**src/rtl/accel_shell_pkg.sv**
```systemverilog
// Shared register map, ap_ctrl bit positions and read-channel state encoding
// for the AXI-Lite / AXI-Stream accelerator shell.
package accel_shell_pkg;

  localparam int unsigned REG_OFS_W = 8;

  localparam logic [REG_OFS_W-1:0] ADDR_AP_CTRL = 8'h00;
  localparam logic [REG_OFS_W-1:0] ADDR_LEN     = 8'h10;
  localparam logic [REG_OFS_W-1:0] ADDR_STATUS  = 8'h14;

  localparam int unsigned AP_START_BIT = 0;
  localparam int unsigned AP_DONE_BIT  = 1;
  localparam int unsigned AP_IDLE_BIT  = 2;

  typedef enum logic {
    R_IDLE = 1'b0,
    R_DATA = 1'b1
  } rd_state_e;

endpackage

```
**src/rtl/sync_fifo.sv**
```systemverilog
// Single-clock FIFO with occupancy count; push while full is accepted only
// when a pop happens in the same cycle. Head reads 0 while empty.
module sync_fifo #(
  parameter int unsigned WIDTH = 33,
  parameter int unsigned DEPTH = 8
) (
  input  logic                     clk,
  input  logic                     rst_n,
  input  logic                     push,
  input  logic [WIDTH-1:0]         din,
  input  logic                     pop,
  output logic                     full,
  output logic                     empty,
  output logic [$clog2(DEPTH):0]   count,
  output logic [WIDTH-1:0]         head
);

  localparam int unsigned PW = $clog2(DEPTH);
  localparam logic [PW:0] FULL_CNT = (PW+1)'(DEPTH);

  logic [WIDTH-1:0] mem [DEPTH];
  logic [PW-1:0]    wr_ptr;
  logic [PW-1:0]    rd_ptr;
  logic [PW:0]      cnt;
  logic             do_push;
  logic             do_pop;

  assign do_pop  = pop && (cnt != '0);
  assign do_push = push && ((cnt != FULL_CNT) || do_pop);

  always_ff @(posedge clk or negedge rst_n) begin
    if (!rst_n) begin
      wr_ptr <= '0;
      rd_ptr <= '0;
      cnt    <= '0;
    end else begin
      if (do_push) wr_ptr <= wr_ptr + PW'(1);
      if (do_pop)  rd_ptr <= rd_ptr + PW'(1);
      case ({do_push, do_pop})
        2'b10:   cnt <= cnt + (PW+1)'(1);
        2'b01:   cnt <= cnt - (PW+1)'(1);
        default: cnt <= cnt;
      endcase
    end
  end

  // Storage carries no reset; visibility is gated by the count instead.
  always_ff @(posedge clk) begin
    if (do_push) mem[wr_ptr] <= din;
  end

  assign full  = (cnt == FULL_CNT);
  assign empty = (cnt == '0);
  assign count = cnt;
  assign head  = empty ? '0 : mem[rd_ptr];

endmodule

```
**src/rtl/axil_axis_accel_shell.sv**
```systemverilog
// Accelerator-side AXI-Lite register file plus ingress/egress stream FIFOs,
// exposing a pop/push strobe interface and ap_start/core_done to the core.
module axil_axis_accel_shell
  import accel_shell_pkg::*;
#(
  parameter int unsigned DEPTH = 8,
  parameter int unsigned AW    = 12,
  parameter int unsigned DW    = 32
) (
  input  logic          axis_clk,
  input  logic          axis_rst_n,
  input  logic          awvalid,
  output logic          awready,
  input  logic [AW-1:0] awaddr,
  input  logic          wvalid,
  output logic          wready,
  input  logic [DW-1:0] wdata,
  input  logic          arvalid,
  output logic          arready,
  input  logic [AW-1:0] araddr,
  output logic          rvalid,
  input  logic          rready,
  output logic [DW-1:0] rdata,
  input  logic          ss_tvalid,
  output logic          ss_tready,
  input  logic [DW-1:0] ss_tdata,
  input  logic          ss_tlast,
  output logic          sm_tvalid,
  input  logic          sm_tready,
  output logic [DW-1:0] sm_tdata,
  output logic          sm_tlast,
  output logic          ap_start,
  input  logic          core_done,
  output logic [DW-1:0] data_len,
  input  logic          in_pop,
  output logic [DW-1:0] in_data,
  output logic          in_last,
  output logic          in_empty,
  input  logic          out_push,
  input  logic [DW-1:0] out_data,
  input  logic          out_last,
  output logic          out_full
);

  localparam int unsigned CW = $clog2(DEPTH) + 1;

  logic                 aw_held, w_held, aw_held_d, w_held_d;
  logic                 aw_hs, w_hs, commit, start_ok, rd_clear;
  logic [REG_OFS_W-1:0] wr_ofs;
  logic [DW-1:0]        wr_data;
  logic                 busy, done;
  rd_state_e            state_q, state_d;
  logic                 rd_ctrl_q, rd_ctrl_d;
  logic [DW-1:0]        rdata_d, rd_mux;
  logic                 in_full, eg_empty;
  logic [CW-1:0]        in_count, eg_count;
  logic [DW:0]          in_head, eg_head;
  logic                 unused_addr_hi;

  assign unused_addr_hi = ^{awaddr[AW-1:REG_OFS_W], araddr[AW-1:REG_OFS_W]};

  // Write channel: address and data captured independently, committed together.
  assign aw_hs     = awvalid && awready;
  assign w_hs      = wvalid && wready;
  assign commit    = aw_held && w_held;
  assign aw_held_d = !commit && (aw_hs || aw_held);
  assign w_held_d  = !commit && (w_hs || w_held);
  assign start_ok  = commit && (wr_ofs == ADDR_AP_CTRL) && wr_data[AP_START_BIT] && !busy;
  assign rd_clear  = rvalid && rready && rd_ctrl_q;

  always_ff @(posedge axis_clk or negedge axis_rst_n) begin
    if (!axis_rst_n) begin
      aw_held  <= 1'b0;
      w_held   <= 1'b0;
      awready  <= 1'b0;
      wready   <= 1'b0;
      wr_ofs   <= '0;
      wr_data  <= '0;
      data_len <= '0;
      ap_start <= 1'b0;
      busy     <= 1'b0;
      done     <= 1'b0;
    end else begin
      aw_held  <= aw_held_d;
      w_held   <= w_held_d;
      awready  <= !aw_held_d;
      wready   <= !w_held_d;
      if (aw_hs) wr_ofs  <= awaddr[REG_OFS_W-1:0];
      if (w_hs)  wr_data <= wdata;
      if (commit && (wr_ofs == ADDR_LEN)) data_len <= wr_data;
      ap_start <= start_ok;
      // core_done is applied last so completion beats a read-clear
      if (start_ok || rd_clear) done <= 1'b0;
      if (start_ok)             busy <= 1'b1;
      if (core_done) begin
        done <= 1'b1;
        busy <= 1'b0;
      end
    end
  end

  always_comb begin
    rd_mux = '0;
    case (araddr[REG_OFS_W-1:0])
      ADDR_AP_CTRL: begin
        rd_mux[AP_START_BIT] = busy;
        rd_mux[AP_DONE_BIT]  = done;
        rd_mux[AP_IDLE_BIT]  = !busy;
      end
      ADDR_LEN:    rd_mux = data_len;
      ADDR_STATUS: rd_mux[15:0] = {8'(eg_count), 8'(in_count)};
      default:     rd_mux = '0;
    endcase
  end

  // Read channel next-state; arready/rvalid/rdata are registered from it.
  always_comb begin
    state_d   = state_q;
    rdata_d   = rdata;
    rd_ctrl_d = rd_ctrl_q;
    case (state_q)
      R_IDLE: begin
        if (arvalid && arready) begin
          state_d   = R_DATA;
          rdata_d   = rd_mux;
          rd_ctrl_d = (araddr[REG_OFS_W-1:0] == ADDR_AP_CTRL);
        end
      end
      R_DATA: begin
        if (rvalid && rready) state_d = R_IDLE;
      end
      default: state_d = R_IDLE;
    endcase
  end

  always_ff @(posedge axis_clk or negedge axis_rst_n) begin
    if (!axis_rst_n) begin
      state_q   <= R_IDLE;
      arready   <= 1'b0;
      rvalid    <= 1'b0;
      rdata     <= '0;
      rd_ctrl_q <= 1'b0;
    end else begin
      state_q   <= state_d;
      arready   <= (state_d == R_IDLE);
      rvalid    <= (state_d == R_DATA);
      rdata     <= rdata_d;
      rd_ctrl_q <= rd_ctrl_d;
    end
  end

  sync_fifo #(.WIDTH(DW + 1), .DEPTH(DEPTH)) u_ingress (
    .clk   (axis_clk),
    .rst_n (axis_rst_n),
    .push  (ss_tvalid && ss_tready),
    .din   ({ss_tlast, ss_tdata}),
    .pop   (in_pop),
    .full  (in_full),
    .empty (in_empty),
    .count (in_count),
    .head  (in_head)
  );

  sync_fifo #(.WIDTH(DW + 1), .DEPTH(DEPTH)) u_egress (
    .clk   (axis_clk),
    .rst_n (axis_rst_n),
    .push  (out_push),
    .din   ({out_last, out_data}),
    .pop   (sm_tvalid && sm_tready),
    .full  (out_full),
    .empty (eg_empty),
    .count (eg_count),
    .head  (eg_head)
  );

  assign ss_tready = !in_full;
  assign in_data   = in_head[DW-1:0];
  assign in_last   = in_head[DW];
  assign sm_tvalid = !eg_empty;
  assign sm_tdata  = eg_head[DW-1:0];
  assign sm_tlast  = eg_head[DW];

endmodule

```
**config.mk**
```make
export PLATFORM = sky130hd
export DESIGN_NAME = axil_axis_accel_shell
export DESIGN_NICKNAME = d
export VERILOG_FILES = /design/src/rtl/accel_shell_pkg.sv /design/src/rtl/sync_fifo.sv /design/src/rtl/axil_axis_accel_shell.sv
export SDC_FILE = /design/constraint.sdc
export NUM_CORES = 1
export LEC_CHECK = 0
export BUFFER_PORTS_ARGS = -buffer_cell sky130_fd_sc_hd__buf_2
export CAP_MARGIN = 40
export CORE_AREA = 10 10 265 267
export DETAILED_ROUTE_END_ITERATION = 16
export DIE_AREA = 0 0 275 277
export REMOVE_ABC_BUFFERS = 1
export SYNTH_ARGS = -nofsm -noshare
export SYNTH_HDL_FRONTEND = slang
export SYNTH_SLANG_ARGS = --single-unit
```
**constraint.sdc**
```tcl
create_clock -name axis_clk -period 5.84 [get_ports axis_clk]
set_input_delay 0.876 -clock axis_clk [delete_from_list [all_inputs] [get_ports axis_clk]]
set_output_delay 0.876 -clock axis_clk [all_outputs]
set_load 0.005 [all_outputs]
```
==> report_table.html <==
<table>
<tr><th>Metric</th><th>Value</th></tr>
<tr><th colspan="2">Clock network</th></tr>
<tr><td>Clock latency at the later pin of the worst-skew pair</td><td>600 ps</td></tr>
<tr><td>CTS H-tree lvls</td><td>3</td></tr>
<tr><td>Clock root buffer master</td><td>clkbuf_16</td></tr>
<tr><td>TritonCTS Sinks</td><td>662</td></tr>
<tr><td>Bufs on Longest Clock Path</td><td>3</td></tr>
<tr><td>Number of instances resized during post-cts repair</td><td>0</td></tr>
<tr><td>TritonCTS clock tree</td><td>done</td></tr>
<tr><td>CTS Buf Count</td><td>71</td></tr>
<tr><td>Clk pin slew, worst setup/hold paths</td><td>60 ps</td></tr>
<tr><td>Post-CTS Setup Bufs</td><td>0</td></tr>
<tr><td>Number of hold buffers added after CTS</td><td>0</td></tr>
<tr><th colspan="2">Synth</th></tr>
<tr><td>Proportion of netlist area held by the largest area contributor</td><td>61.76%</td></tr>
<tr><td>Leading area contributor after synthesis</td><td>edfxtp_1</td></tr>
<tr><td>Post-synthesis instance total</td><td>1,287</td></tr>
<tr><td>Combinational family with the most area after synthesis</td><td>multiplexers</td></tr>
<tr><td>Multiplexer fraction of the synthesized cell area</td><td>18.42%</td></tr>
<tr><td>Xor/xnor share of the synthesized area</td><td>0.5458%</td></tr>
<tr><td>Mapped Area</td><td>0.02567 mm2</td></tr>
<tr><td>Synthesis warning total</td><td>0</td></tr>
<tr><td>Portion of the post-synthesis area used by sequential elements</td><td>74.82%</td></tr>
<tr><td>Arithmetic-cell share of the synthesized area counting full adders, half adders and majority gates</td><td>0.5653%</td></tr>
<tr><td>Library cells used by synthesis</td><td>47</td></tr>
<tr><td>Synth async-reset ratio</td><td>20.24%</td></tr>
<tr><td>Number of flops mapped to enable cells by yosys</td><td>528</td></tr>
<tr><td>Most used standard cells in the synthesized netlist</td><td>edfxtp_1, dfrtp_1, mux4_2</td></tr>
<tr><td>Area contributors post-synth</td><td>edfxtp_1, dfrtp_1, mux4_2</td></tr>
<tr><td>Register bit count reported by yosys</td><td>662</td></tr>
<tr><td>Fraction of the mapped netlist area in simple logic gates</td><td>3.260%</td></tr>
<tr><td>Top flip-flop cell by instance count after synthesis</td><td>edfxtp_1</td></tr>
<tr><td>Post-synthesis compound-gate area fraction</td><td>1.116%</td></tr>
<tr><td>Leading cell type by number of instances after synthesis</td><td>edfxtp_1</td></tr>
<tr><td>Mapped Avg Cell Area</td><td>19.95 um2</td></tr>
<tr><th colspan="2">Power and ir drop</th></tr>
<tr><td>Comb pwr share</td><td>27.9%</td></tr>
<tr><td>Switching power share of the total</td><td>29.67%</td></tr>
<tr><td>Power dissipated by switching net loads</td><td>4.422 mW</td></tr>
<tr><td>Worst ir drop on vdd</td><td>0.3033 mV</td></tr>
<tr><td>Pleak</td><td>11.30 nW</td></tr>
<tr><td>Overall power consumption</td><td>14.90 mW</td></tr>
<tr><td>Clock share of power</td><td>29.0%</td></tr>
<tr><td>Flop pwr share</td><td>43.1%</td></tr>
<tr><td>Int Power</td><td>10.48 mW</td></tr>
<tr><td>Total power divided by cell area</td><td>488.3 mW/mm2</td></tr>
<tr><th colspan="2">Routing</th></tr>
<tr><td>Drt via density</td><td>5.088</td></tr>
<tr><td>Vias after detailed routing</td><td>12,800</td></tr>
<tr><td>Residual DRC count</td><td>0</td></tr>
<tr><td>Count of TritonRoute iterations in the first routing pass</td><td>4</td></tr>
<tr><td>Antenna viol nets, final</td><td>0</td></tr>
<tr><td>Drt wl/cell</td><td>22.41 um</td></tr>
<tr><td>Number of DRC markers after the initial detailed-route iteration</td><td>939</td></tr>
<tr><td>DRT Wirelength</td><td>56,360 um</td></tr>
<tr><th colspan="2">STA</th></tr>
<tr><td>Shortest clock period the worst path allows after layout</td><td>3842 ps</td></tr>
<tr><td>Tightest slew margin relative to the limit</td><td>34.85%</td></tr>
<tr><td>Max-slew violation count</td><td>0</td></tr>
<tr><td>Clk_skew</td><td>15.44 ps</td></tr>
<tr><td>Setup ws final</td><td>1998 ps</td></tr>
<tr><td>Setup total negative slack</td><td>0 ps</td></tr>
<tr><td>Worst Max-Slew Pin Slew</td><td>974.5 ps</td></tr>
<tr><td>Setup violation total in the final timing report</td><td>0</td></tr>
<tr><td>Timing-limited maximum frequency</td><td>260.3 MHz</td></tr>
<tr><td>Share of the clock period used by the worst path</td><td>65.79%</td></tr>
<tr><td>Unrepaired setup endpoints after global routing</td><td>no</td></tr>
<tr><td>Final hold vios</td><td>0</td></tr>
<tr><th colspan="2">Setup path</th></tr>
<tr><td>Setup crit start kind</td><td>flop</td></tr>
<tr><td>Path type of the worst setup path</td><td>reg2out</td></tr>
<tr><td>CP Launch Point</td><td>u_egress.rd_ptr[1]</td></tr>
<tr><td>Endpoint required time on the critical path</td><td>4960 ps</td></tr>
<tr><td>Crit-path max FO</td><td>38</td></tr>
<tr><td>Capturing element type of the critical path</td><td>output pin</td></tr>
<tr><td>Reg-to-Reg Start</td><td>u_ingress.count[3]</td></tr>
<tr><td>CP arrival</td><td>2970 ps</td></tr>
<tr><th colspan="2">GRT</th></tr>
<tr><td>Initial antenna violation count</td><td>6</td></tr>
<tr><td>Vias in the first global route</td><td>13,880</td></tr>
<tr><td>GRT Total Usage</td><td>14.67%</td></tr>
<tr><td>Total grt overflow</td><td>0</td></tr>
<tr><td>Largest net degree at the start of global routing</td><td>80</td></tr>
<tr><td>Global-route wire length before repair</td><td>85,090 um</td></tr>
<tr><th colspan="2">Die</th></tr>
<tr><td>Rows</td><td>94</td></tr>
<tr><td>IO Pins</td><td>272</td></tr>
<tr><td>CORE AREA</td><td>0.06516 mm2</td></tr>
<tr><td>Initial core utilization</td><td>39.40%</td></tr>
<tr><td>Y dimension of the die</td><td>277 um</td></tr>
<tr><td>Die Outline Area</td><td>0.07618 mm2</td></tr>
<tr><td>Width of the die</td><td>275 um</td></tr>
<tr><th colspan="2">Placed design</th></tr>
<tr><td>Sum of net half-perimeters after detailed placement</td><td>32,980 um</td></tr>
<tr><td>Number of buffers inserted by port buffering</td><td>263</td></tr>
<tr><td>Placed cells</td><td>2,385</td></tr>
<tr><td>Routability congestion estimate from global placement</td><td>0.7090</td></tr>
<tr><td>Pre-CTS setup slack</td><td>2482 ps</td></tr>
<tr><th colspan="2">Run</th></tr>
<tr><td>Max Cap Violations</td><td>0</td></tr>
<tr><th colspan="2">Cells and area</th></tr>
<tr><td>Fraction of final layout cells sized beyond drive strength 1</td><td>38.53%</td></tr>
<tr><td>Number of standard cells in the layout, taps in and fillers out</td><td>2,515</td></tr>
<tr><td>Net count reported at finish</td><td>1,738</td></tr>
<tr><td>Area growth syn-to-layout</td><td>18.89%</td></tr>
<tr><th colspan="2">Status</th></tr>
<tr><td>Outcome</td><td>finished clean</td></tr>
<tr><th colspan="2">Worst hold path</th></tr>
<tr><td>Path type of the worst min-delay path</td><td>in2async</td></tr>
</table>
[logic make-up after synthesis]
kind of cell | count (synthesis)
adders and majority gates | 11
muxes | 286
xor gates and xnor gates | 16
and+or+nand+nor | 187
AOI/OAI and AO/OA | 49
DFF | 662
buffers and inverters | 76
[per-layer routing]
metal / GRT usage [%] / up-vias / wire [um]
li1: - / 5703 / -
met1: 18.43 / 6720 / 23390
met2: 24.70 / 281 / 28700
met3: 3.488 / 86 / 3143
met4: 4.582 / 6 / 1082
met5: 0 / - / 42
[through the flow]
stage / instance area [um2] / utilization (%) / hold slack (ps)
after global routing: 30520 / 46.84 / 347.8
final: 30520 / 46.84 / 320.2
after floorplan: 25390 / - / 439.4
after detailed placement: 28250 / 43.35 / 464.4
after global placement: 28140 / 43.19 / 456.8
after CTS: 30510 / 46.83 / 316.2
[state kept, by name, summed over array words and instances, names as in the netlist, 3 cells and up]
| register | flops |
|---|---|
| wr_data | 32 |
| u_ingress.wr_ptr | 3 |
| u_egress.count | 4 |
| data_len | 32 |
| wr_ofs | 8 |
| u_egress.mem | 264 |
| u_ingress.count | 4 |
| u_egress.rd_ptr | 3 |
| u_egress.wr_ptr | 3 |
| u_ingress.mem | 264 |
| u_ingress.rd_ptr | 3 |
| rdata | 32 |
[final timing paths]
check | cells after the start | slack, ps | end
setup / recovery | 5 | 2000 | sm_tdata[24]
hold reg to reg | 2 | 470 | rdata[5]
max in group asynchronous | 2 | 4300 | rdata[7]
min in group axis_clk | 2 | 440 | busy
setup reg to reg | 9 | 2480 | u_ingress.count[3]
hold / removal | 1 | 320 | u_egress.rd_ptr[0]
[layout make-up]
cell class / count / area (um2)
fill: 5603 / 34640
sequential: 662 / 19220
multi-input combinational: 549 / 6250
clock buffer: 98 / 1949
timing repair buffer: 298 / 1649
tap: 864 / 1081
clock inverter: 29 / 319.1
inverter: 12 / 45.04
antenna: 3 / 7.507
[power by group through the flow]
| stage | Sequential [mW] | Clock [mW] | Combinational (mW) |
|---|---|---|---|
| finish | 6.42 | 4.32 | 4.16 |
| floorplan | 6.72 | 0 | 2.45 |
| global route | 6.51 | 4.64 | 4.57 |
| global placement | 6.68 | 0 | 3.98 |
| detailed placement | 6.53 | 0 | 4.29 |
| CTS | 6.44 | 4.45 | 4.30 |
[layout by cell type, fill, tap and decap left out, types with 4 or more instances in the layout]
cell	instances
clkbuf_16	72
o21ai_0	28
nand3_1	6
dfrtp_2	4
nor3_2	7
mux4_2	132
mux2_2	52
dfrtp_1	128
a21oi_1	5
xor2_1	9
edfxtp_1	528
o31ai_1	5
clkbuf_8	5
clkinv_1	10
mux2i_1	72
buf_4	30
nand2_1	73
ha_1	10
mux2_4	30
clkinv_2	8
nor2_4	4
xnor2_1	7
inv_1	12
clkbuf_1	21
buf_2	262
nor2_1	70
[worst max-delay path: stages (launching register included)]
cell and delay [ps]:
dfrtp_2 910, buf_4 620, mux4_2 410, mux2i_1 160, nor2_1 70, buf_2 160
Power figures use the tool's default switching activity.
